File: src/rtl/debayer_pkg.sv
// Shared constants and state encoding for the debayer sequencer.
package debayer_pkg;

  localparam int SIZE_X = 640;
  localparam int SIZE_Y = 480;
  localparam int ADDR_W = 19;

  typedef enum logic [2:0] {
    S_IDLE,
    S_WAIT_VSYNC,
    S_ACTIVE,
    S_FLUSH,
    S_DONE
  } state_e;

endpackage

File: src/rtl/debayer_if.sv
// Sensor input and debayer/framebuffer control bundle.
interface debayer_if;
  import debayer_pkg::*;

  logic              enable;
  logic              vsync;
  logic              pix_valid;
  logic [7:0]        raw_in;
  logic              deb_rst;
  logic              deb_en;
  logic [ADDR_W-1:0] deb_addr;
  logic [7:0]        deb_raw;
  logic              wr_en;
  logic [ADDR_W-1:0] wr_addr;
  logic              frame_done;
  logic              busy;
  logic              err_short;

  modport master (
    output enable, vsync, pix_valid, raw_in,
    input  deb_rst, deb_en, deb_addr, deb_raw,
    input  wr_en, wr_addr, frame_done, busy, err_short
  );

  modport slave (
    input  enable, vsync, pix_valid, raw_in,
    output deb_rst, deb_en, deb_addr, deb_raw,
    output wr_en, wr_addr, frame_done, busy, err_short
  );

endinterface

File: src/rtl/debayer_edge_detect.sv
// Rising-edge detector against a one-cycle registered copy.
module edge_detect (
  input  logic clk,
  input  logic rst_n,
  input  logic d,
  output logic rise
);

  logic d_q;
  logic d_d;

  assign d_d  = d;
  assign rise = d & ~d_q;

  always_ff @(posedge clk or negedge rst_n) begin
    if (!rst_n) d_q <= 1'b0;
    else        d_q <= d_d;
  end

endmodule

File: src/rtl/debayer_seq.sv
// Frame sequencer feeding a raw sample stream through a fixed-latency
// debayer and steering its RGB output into a framebuffer.
module debayer_seq #(
  parameter int SIZE_X = debayer_pkg::SIZE_X,
  parameter int SIZE_Y = debayer_pkg::SIZE_Y,
  parameter int LAT    = SIZE_X + 1
) (
  input logic      clock,
  input logic      reset,
  debayer_if.slave io
);
  import debayer_pkg::*;

  localparam int NPIX = SIZE_X * SIZE_Y;
  localparam logic [ADDR_W-1:0] LAST  = ADDR_W'(NPIX - 1);
  localparam logic [ADDR_W-1:0] LAT_C = ADDR_W'(LAT);

  if (NPIX > (1 << ADDR_W)) begin : g_size_chk
    $error("SIZE_X*SIZE_Y exceeds the 19-bit pixel index");
  end

  state_e            state_q, state_d;
  logic [1:0]        sync_q, sync_d;
  logic [ADDR_W-1:0] in_cnt_q, in_cnt_d;
  logic [ADDR_W-1:0] out_cnt_q, out_cnt_d;
  logic [ADDR_W-1:0] en_cnt_q, en_cnt_d;
  logic [ADDR_W-1:0] fl_cnt_q, fl_cnt_d;
  logic [ADDR_W-1:0] deb_addr_q, deb_addr_d;
  logic [7:0]        deb_raw_q, deb_raw_d;
  logic              deb_rst_q, deb_rst_d;
  logic              deb_en_q, deb_en_d;
  logic              wr_en_q, wr_en_d;
  logic              done_q, done_d;
  logic              err_q, err_d;
  logic              vs_rise;
  logic              busy;

  edge_detect u_vs (
    .clk   (clock),
    .rst_n (reset),
    .d     (io.vsync),
    .rise  (vs_rise)
  );

  always_comb begin
    state_d    = state_q;
    sync_d     = {sync_q[0], 1'b1};
    in_cnt_d   = in_cnt_q;
    out_cnt_d  = out_cnt_q;
    fl_cnt_d   = fl_cnt_q;
    deb_addr_d = deb_addr_q;
    deb_raw_d  = '0;
    deb_rst_d  = 1'b0;
    deb_en_d   = 1'b0;
    done_d     = 1'b0;
    err_d      = err_q;
    // en_cnt saturates at LAT: only the threshold matters
    en_cnt_d = (deb_en_q && en_cnt_q < LAT_C) ? en_cnt_q + 1'b1 : en_cnt_q;
    wr_en_d  = deb_en_q && (en_cnt_q >= LAT_C);
    if (wr_en_q && out_cnt_q != LAST) out_cnt_d = out_cnt_q + 1'b1;

    unique case (state_q)
      S_IDLE: begin
        if (io.enable && sync_q[1]) begin
          state_d = S_WAIT_VSYNC;
          err_d   = 1'b0;
        end
      end
      S_WAIT_VSYNC, S_ACTIVE: begin
        if (vs_rise) begin
          if (state_q == S_ACTIVE) err_d = 1'b1;
          state_d    = S_ACTIVE;
          deb_rst_d  = 1'b1;
          in_cnt_d   = '0;
          out_cnt_d  = '0;
          en_cnt_d   = '0;
          wr_en_d    = 1'b0;
          deb_addr_d = '0;
        end else if (state_q == S_ACTIVE && io.pix_valid) begin
          deb_en_d   = 1'b1;
          deb_raw_d  = io.raw_in;
          deb_addr_d = in_cnt_q;
          in_cnt_d   = in_cnt_q + 1'b1;
          if (in_cnt_q == LAST) begin
            state_d  = S_FLUSH;
            fl_cnt_d = '0;
          end
        end
      end
      S_FLUSH: begin
        fl_cnt_d = fl_cnt_q + 1'b1;
        // one extra idle cycle lets the last write retire before DONE
        if (fl_cnt_q < LAT_C) begin
          deb_en_d   = 1'b1;
          deb_addr_d = in_cnt_q;
          in_cnt_d   = in_cnt_q + 1'b1;
        end else begin
          state_d = S_DONE;
        end
      end
      S_DONE: begin
        done_d  = 1'b1;
        state_d = io.enable ? S_WAIT_VSYNC : S_IDLE;
      end
      default: state_d = S_IDLE;
    endcase
  end

  always_ff @(posedge clock or negedge reset) begin
    if (!reset) begin
      state_q    <= S_IDLE;
      sync_q     <= '0;
      in_cnt_q   <= '0;
      out_cnt_q  <= '0;
      en_cnt_q   <= '0;
      fl_cnt_q   <= '0;
      deb_addr_q <= '0;
      deb_raw_q  <= '0;
      deb_rst_q  <= 1'b0;
      deb_en_q   <= 1'b0;
      wr_en_q    <= 1'b0;
      done_q     <= 1'b0;
      err_q      <= 1'b0;
    end else begin
      state_q    <= state_d;
      sync_q     <= sync_d;
      in_cnt_q   <= in_cnt_d;
      out_cnt_q  <= out_cnt_d;
      en_cnt_q   <= en_cnt_d;
      fl_cnt_q   <= fl_cnt_d;
      deb_addr_q <= deb_addr_d;
      deb_raw_q  <= deb_raw_d;
      deb_rst_q  <= deb_rst_d;
      deb_en_q   <= deb_en_d;
      wr_en_q    <= wr_en_d;
      done_q     <= done_d;
      err_q      <= err_d;
    end
  end

  always_comb begin
    busy = (state_q == S_WAIT_VSYNC) ||
           (state_q == S_ACTIVE) ||
           (state_q == S_FLUSH);
  end

  assign io.deb_rst    = deb_rst_q;
  assign io.deb_en     = deb_en_q;
  assign io.deb_addr   = deb_addr_q;
  assign io.deb_raw    = deb_raw_q;
  assign io.wr_en      = wr_en_q;
  assign io.wr_addr    = out_cnt_q;
  assign io.frame_done = done_q;
  assign io.busy       = busy;
  assign io.err_short  = err_q;

endmodule
File: src/flat_wrapper.sv
// flat-port wrapper written by rule: the top's interface ports become plain ports
module debayer_seq_flat import debayer_pkg::*;
#(
  parameter int SIZE_X = debayer_pkg::SIZE_X,
  parameter int SIZE_Y = debayer_pkg::SIZE_Y,
  parameter int LAT    = SIZE_X + 1
)
  (clock, reset, io_enable, io_vsync, io_pix_valid, io_raw_in, io_deb_rst, io_deb_en, io_deb_addr, io_deb_raw, io_wr_en, io_wr_addr, io_frame_done, io_busy, io_err_short);
  debayer_if io_i ();
  input logic clock;
  input logic reset;
  input wire logic [$bits(io_i.enable)-1:0] io_enable;
  input wire logic [$bits(io_i.vsync)-1:0] io_vsync;
  input wire logic [$bits(io_i.pix_valid)-1:0] io_pix_valid;
  input wire logic [$bits(io_i.raw_in)-1:0] io_raw_in;
  output wire logic [$bits(io_i.deb_rst)-1:0] io_deb_rst;
  output wire logic [$bits(io_i.deb_en)-1:0] io_deb_en;
  output wire logic [$bits(io_i.deb_addr)-1:0] io_deb_addr;
  output wire logic [$bits(io_i.deb_raw)-1:0] io_deb_raw;
  output wire logic [$bits(io_i.wr_en)-1:0] io_wr_en;
  output wire logic [$bits(io_i.wr_addr)-1:0] io_wr_addr;
  output wire logic [$bits(io_i.frame_done)-1:0] io_frame_done;
  output wire logic [$bits(io_i.busy)-1:0] io_busy;
  output wire logic [$bits(io_i.err_short)-1:0] io_err_short;
  assign io_i.enable = io_enable;
  assign io_i.vsync = io_vsync;
  assign io_i.pix_valid = io_pix_valid;
  assign io_i.raw_in = io_raw_in;
  assign io_deb_rst = io_i.deb_rst;
  assign io_deb_en = io_i.deb_en;
  assign io_deb_addr = io_i.deb_addr;
  assign io_deb_raw = io_i.deb_raw;
  assign io_wr_en = io_i.wr_en;
  assign io_wr_addr = io_i.wr_addr;
  assign io_frame_done = io_i.frame_done;
  assign io_busy = io_i.busy;
  assign io_err_short = io_i.err_short;
  debayer_seq #(.SIZE_X(SIZE_X), .SIZE_Y(SIZE_Y), .LAT(LAT)) u_core (.clock(clock), .reset(reset), .io(io_i));
endmodule
File: config.mk
export PLATFORM = sky130hd
export DESIGN_NAME = debayer_seq_flat
export DESIGN_NICKNAME = d
export VERILOG_FILES = /design/src/rtl/debayer_pkg.sv /design/src/rtl/debayer_if.sv /design/src/rtl/debayer_edge_detect.sv /design/src/rtl/debayer_seq.sv /design/src/flat_wrapper.sv
export SDC_FILE = /design/constraint.sdc
export NUM_CORES = 1
export LEC_CHECK = 0
export ABC_AREA = 1
export BUFFER_PORTS_ARGS = -buffer_cell sky130_fd_sc_hd__buf_2
export CAP_MARGIN = 20
export CELL_PAD_IN_SITES_DETAIL_PLACEMENT = 2
export CELL_PAD_IN_SITES_GLOBAL_PLACEMENT = 2
export CORE_MARGIN = 2
export CORE_UTILIZATION = 35
export CTS_BUF_LIST = sky130_fd_sc_hd__clkbuf_8
export DETAILED_ROUTE_END_ITERATION = 12
export GPL_TIMING_DRIVEN = 0
export PLACE_DENSITY = 0.85
export SLEW_MARGIN = 20
export SYNTH_ARGS = -nofsm -noshare
export SYNTH_HDL_FRONTEND = slang
export SYNTH_HIERARCHICAL = 1
export SYNTH_SLANG_ARGS = --single-unit
File: constraint.sdc
create_clock -name clock -period 2.19 [get_ports clock]
set_input_delay 0.657 -clock clock [delete_from_list [all_inputs] [get_ports clock]]
set_output_delay 0.657 -clock clock [all_outputs]
set_load 0.05 [all_outputs]
==> metrics.cfg <==
[synthesis]
synthCells = 815
syn_area_per_cell_um2 = 7.46
mappedNetlistArea_um2 = 6080
synthXorXnorAreaFrac_pct = 2.88
synth_adder_area_share_pct = 1.03
yosys_register_bits = 114
ys_seq_area_share_pct = 46.9
synthMuxAreaShare_pct = 0
synth-compound-area-share_pct = 10.4
synthSimpleGateAreaFrac_pct = 30.7
synth.net_count = 833
synth_top_family_by_area = simple AND/OR/NAND/NOR gates
netlist_top_cells_area = dfrtp_1, nand2_1, nor2_1, inv_1, nand3_1
yosys_warnings = 6
synthDistinctLibCells = 36
yosysTopAreaCell = dfrtp_1
synth_top_area_share_pct = 46.9

[sta]
tightest_slew_ps = 657
drv_slew = 0
period_share_pct = 95.4
finalHoldViolCount = 0
min_period_ps = 2090
fin_hold_ws_ps = 134
clock_skew_ps = 11.6
setup_viol = 0
slew_headroom_pct = 56.2
rsz0062_at_grt = no
fmax_mhz = 479

[global_route]
grt_max_degree = 73
grt_pass1_wl_um = 34900
antenna_found_initial = 0
grt_pass1_vias = 6680
grt_overflow = 0
track_usage_pct = 24.4

[floorplan]
chipWidth_um = 136
num_rows = 48
start_util_pct = 35.5
die_y_um = 136
coreArea_um2 = 17100
pin_count = 65
dieArea_um2 = 18400

[clocking]
clk_pin_slew_ps = 80
clock_latency_ps = 440
cts_made_buffers = 17
cts_buffer_depth = 2
cts.htree.levels = 4
clock-sinks = 114
postCtsHoldBufs = 0
root_buffer = clkbuf_8
cts_tree = yes

[detailed_routing]
ant_nets = 0
vias_per_cell = 5.22
dr.pass1.iters = 4
drc = 0
wl_um = 21400
dr_total_vias = 5955
first_iter_violations = 197
avgRoutedWirePerCell_um = 18.8

[placement]
port_buffers = 64
dp.cells = 1105
gp_congestion = 0.805
hpwlAfterDp_um = 14700

[setup_path]
crit_path_cell_trace = inv_2, nand2_2, nand2_1, inv_1, buf_4
cp.required_ps = 1530
cp_max_fo = 4
critPathKind = reg -> out
ff2ff_setup_slack_ps = 140
rr_endpoint = u_core/io.deb_addr[15]
crit_path_top_delay_cell = dfrtp_2
r2r_cells = 9
end_kind = primary output
critical-path-max-stage-delay_ps = 450
worstReg2RegStart = u_core/u_vs/d_q
cp.arrival_ps = 1430
startpoint_type = register

[outcome]
status = finished clean

[power]
internal_power_mw = 4.42
power_mw = 8.20
switching_share_pct = 46.1
p_leak_nw = 3.54
net-switching-power_mw = 3.78
peakVddDrop_mv = 0.370
clkPwrFrac_pct = 25.3
p_per_area_nw_per_um2 = 1150
power_frac_comb_pct = 40.1
seq_power_share_pct = 34.5

[final_layout]
fin_util_pct = 41.8
layout-drive-gt1-share_pct = 16.2
final_nets = 921
syn_to_final_growth_pct = 17.8
fin_cells = 1141
diodes = 0

[min_path]
hp-class = in -> async

[run]
maxCapViolations = 0

[stage by stage]
| step | cell area, µm² | setup slack, ps | TNS (ps) |
|---|---|---|---|
| 2_1_floorplan | 6080 | 258 | 0 |
| 3_3_place_gp | 6680 | -1150 | -131100 |
| 3_5_place_dp | 6710 | -169 | -4940 |
| 4_1_cts | 7120 | 8.22 | 0 |
| 5_1_grt | 7160 | 13.5 | 0 |
| 6_report | 7160 | 101 | 0 |
[power by group through the flow]
stage | Clock (mW) | Sequential [mW] | Combinational, mW
2_1_floorplan | 0 | 3.08 | 1.81
3_3_place_gp | 0 | 2.83 | 2.96
3_5_place_dp | 0 | 2.86 | 3.10
4_1_cts | 2.14 | 2.83 | 3.24
5_1_grt | 2.23 | 2.88 | 3.60
6_report | 2.08 | 2.83 | 3.29
[registers in the layout, indices dropped and copies added (netlist names)]
| register | count |
|---|---|
| u_core/en_cnt_q | 19 |
| u_core/fl_cnt_q | 19 |
| u_core/in_cnt_q | 19 |
| u_core/io.deb_addr | 19 |
| u_core/io.deb_en | 1 |
| u_core/io.deb_raw | 8 |
| u_core/io.deb_rst | 1 |
| u_core/io.err_short | 1 |
| u_core/io.frame_done | 1 |
| u_core/io.wr_addr | 19 |
| u_core/io.wr_en | 1 |
| u_core/state_q | 3 |
| u_core/sync_q | 2 |
| u_core/u_vs/d_q | 1 |
[critical path, delay by kind of cell (launching register included)]
family	cells	cell delay, ps
buffers and inverters	3	360
flip-flops	1	450
AND/OR/NAND/NOR	2	190
[synth_stat cells, drive strengths merged]
| cell type | instances |
|---|---|
| o21ai | 64 |
| buf | 14 |
| nand3 | 61 |
| nor2 | 98 |
| a31oi | 1 |
| o211ai | 6 |
| xor2 | 18 |
| nor3b | 1 |
| o21bai | 3 |
| a22oi | 3 |
| nand2 | 246 |
| or2 | 3 |
| clkbuf | 8 |
| a21oi | 28 |
| dfrtp | 114 |
| xnor2 | 2 |
| a2bb2oi | 1 |
| ha | 5 |
| o21a | 1 |
| nand4 | 17 |
| conb | 1 |
| nand3b | 1 |
| nor3 | 18 |
| inv | 101 |
[cell families after synthesis]
group / count (synthesis)
other: 1
and+or+nand+nor: 445
xor gates and xnor gates: 20
adders and majority gates: 5
AOI/OAI and AO/OA: 107
buffers and inverters: 123
DFF: 114
[what timing repair did]
action	4_1_cts	5_1_grt
setup endpoints to repair	1	19
pin swaps	0	1
buffers inserted	0	4
hold endpoints to repair	0	0
resized for setup	1	4
[how the worst max path moves through the flow]
stage	depth (start not counted)	endpoint	slack, ps	start
after floorplan	9	u_core/io.wr_addr[6]	260	u_core/io.wr_addr[1]
after global routing	9	u_core/io.wr_addr[8]	10	u_core/io.wr_addr[1]
final	5	io_busy	100	u_core/state_q[1]
after global placement	1	u_core/en_cnt_q[5]	-1150	reset
after detailed placement	11	u_core/io.deb_addr[14]	-170	io_vsync
after CTS	8	u_core/io.deb_addr[4]	8	u_core/fl_cnt_q[9]
[placed cells by master, fill, tap and decap left out, types with 10 or more instances in the layout]
| master | instances |
|---|---|
| a21oi_1 | 25 |
| buf_2 | 73 |
| clkbuf_8 | 17 |
| dfrtp_1 | 113 |
| inv_1 | 94 |
| nand2_1 | 241 |
| nand3_1 | 61 |
| nand4_1 | 17 |
| nor2_1 | 94 |
| nor3_1 | 17 |
| o21ai_0 | 44 |
| o21ai_1 | 10 |
| o21ai_2 | 10 |
| xor2_1 | 18 |
[cell type report]
| type | instances | area [µm²] |
|---|---|---|
| tap | 225 | 282 |
| timing repair buffer | 69 | 387 |
| clock inverter | 15 | 168 |
| clock buffer | 17 | 234 |
| inverter | 101 | 379 |
| fill | 2038 | 9960 |
| sequential | 114 | 2850 |
| buffer | 22 | 111 |
| multi-input combinational | 578 | 2740 |
[layer usage]
layer / vias up / wire length (µm) / track usage [%]
li1: 2772 / - / -
met1: 3043 / 9190 / 28.6
met2: 106 / 11300 / 44.6
met3: 34 / 521 / 3.97
met4: 0 / 449 / 9.03
met5: - / 0 / 0
Note: power is estimated with default switching activity, not from simulation.
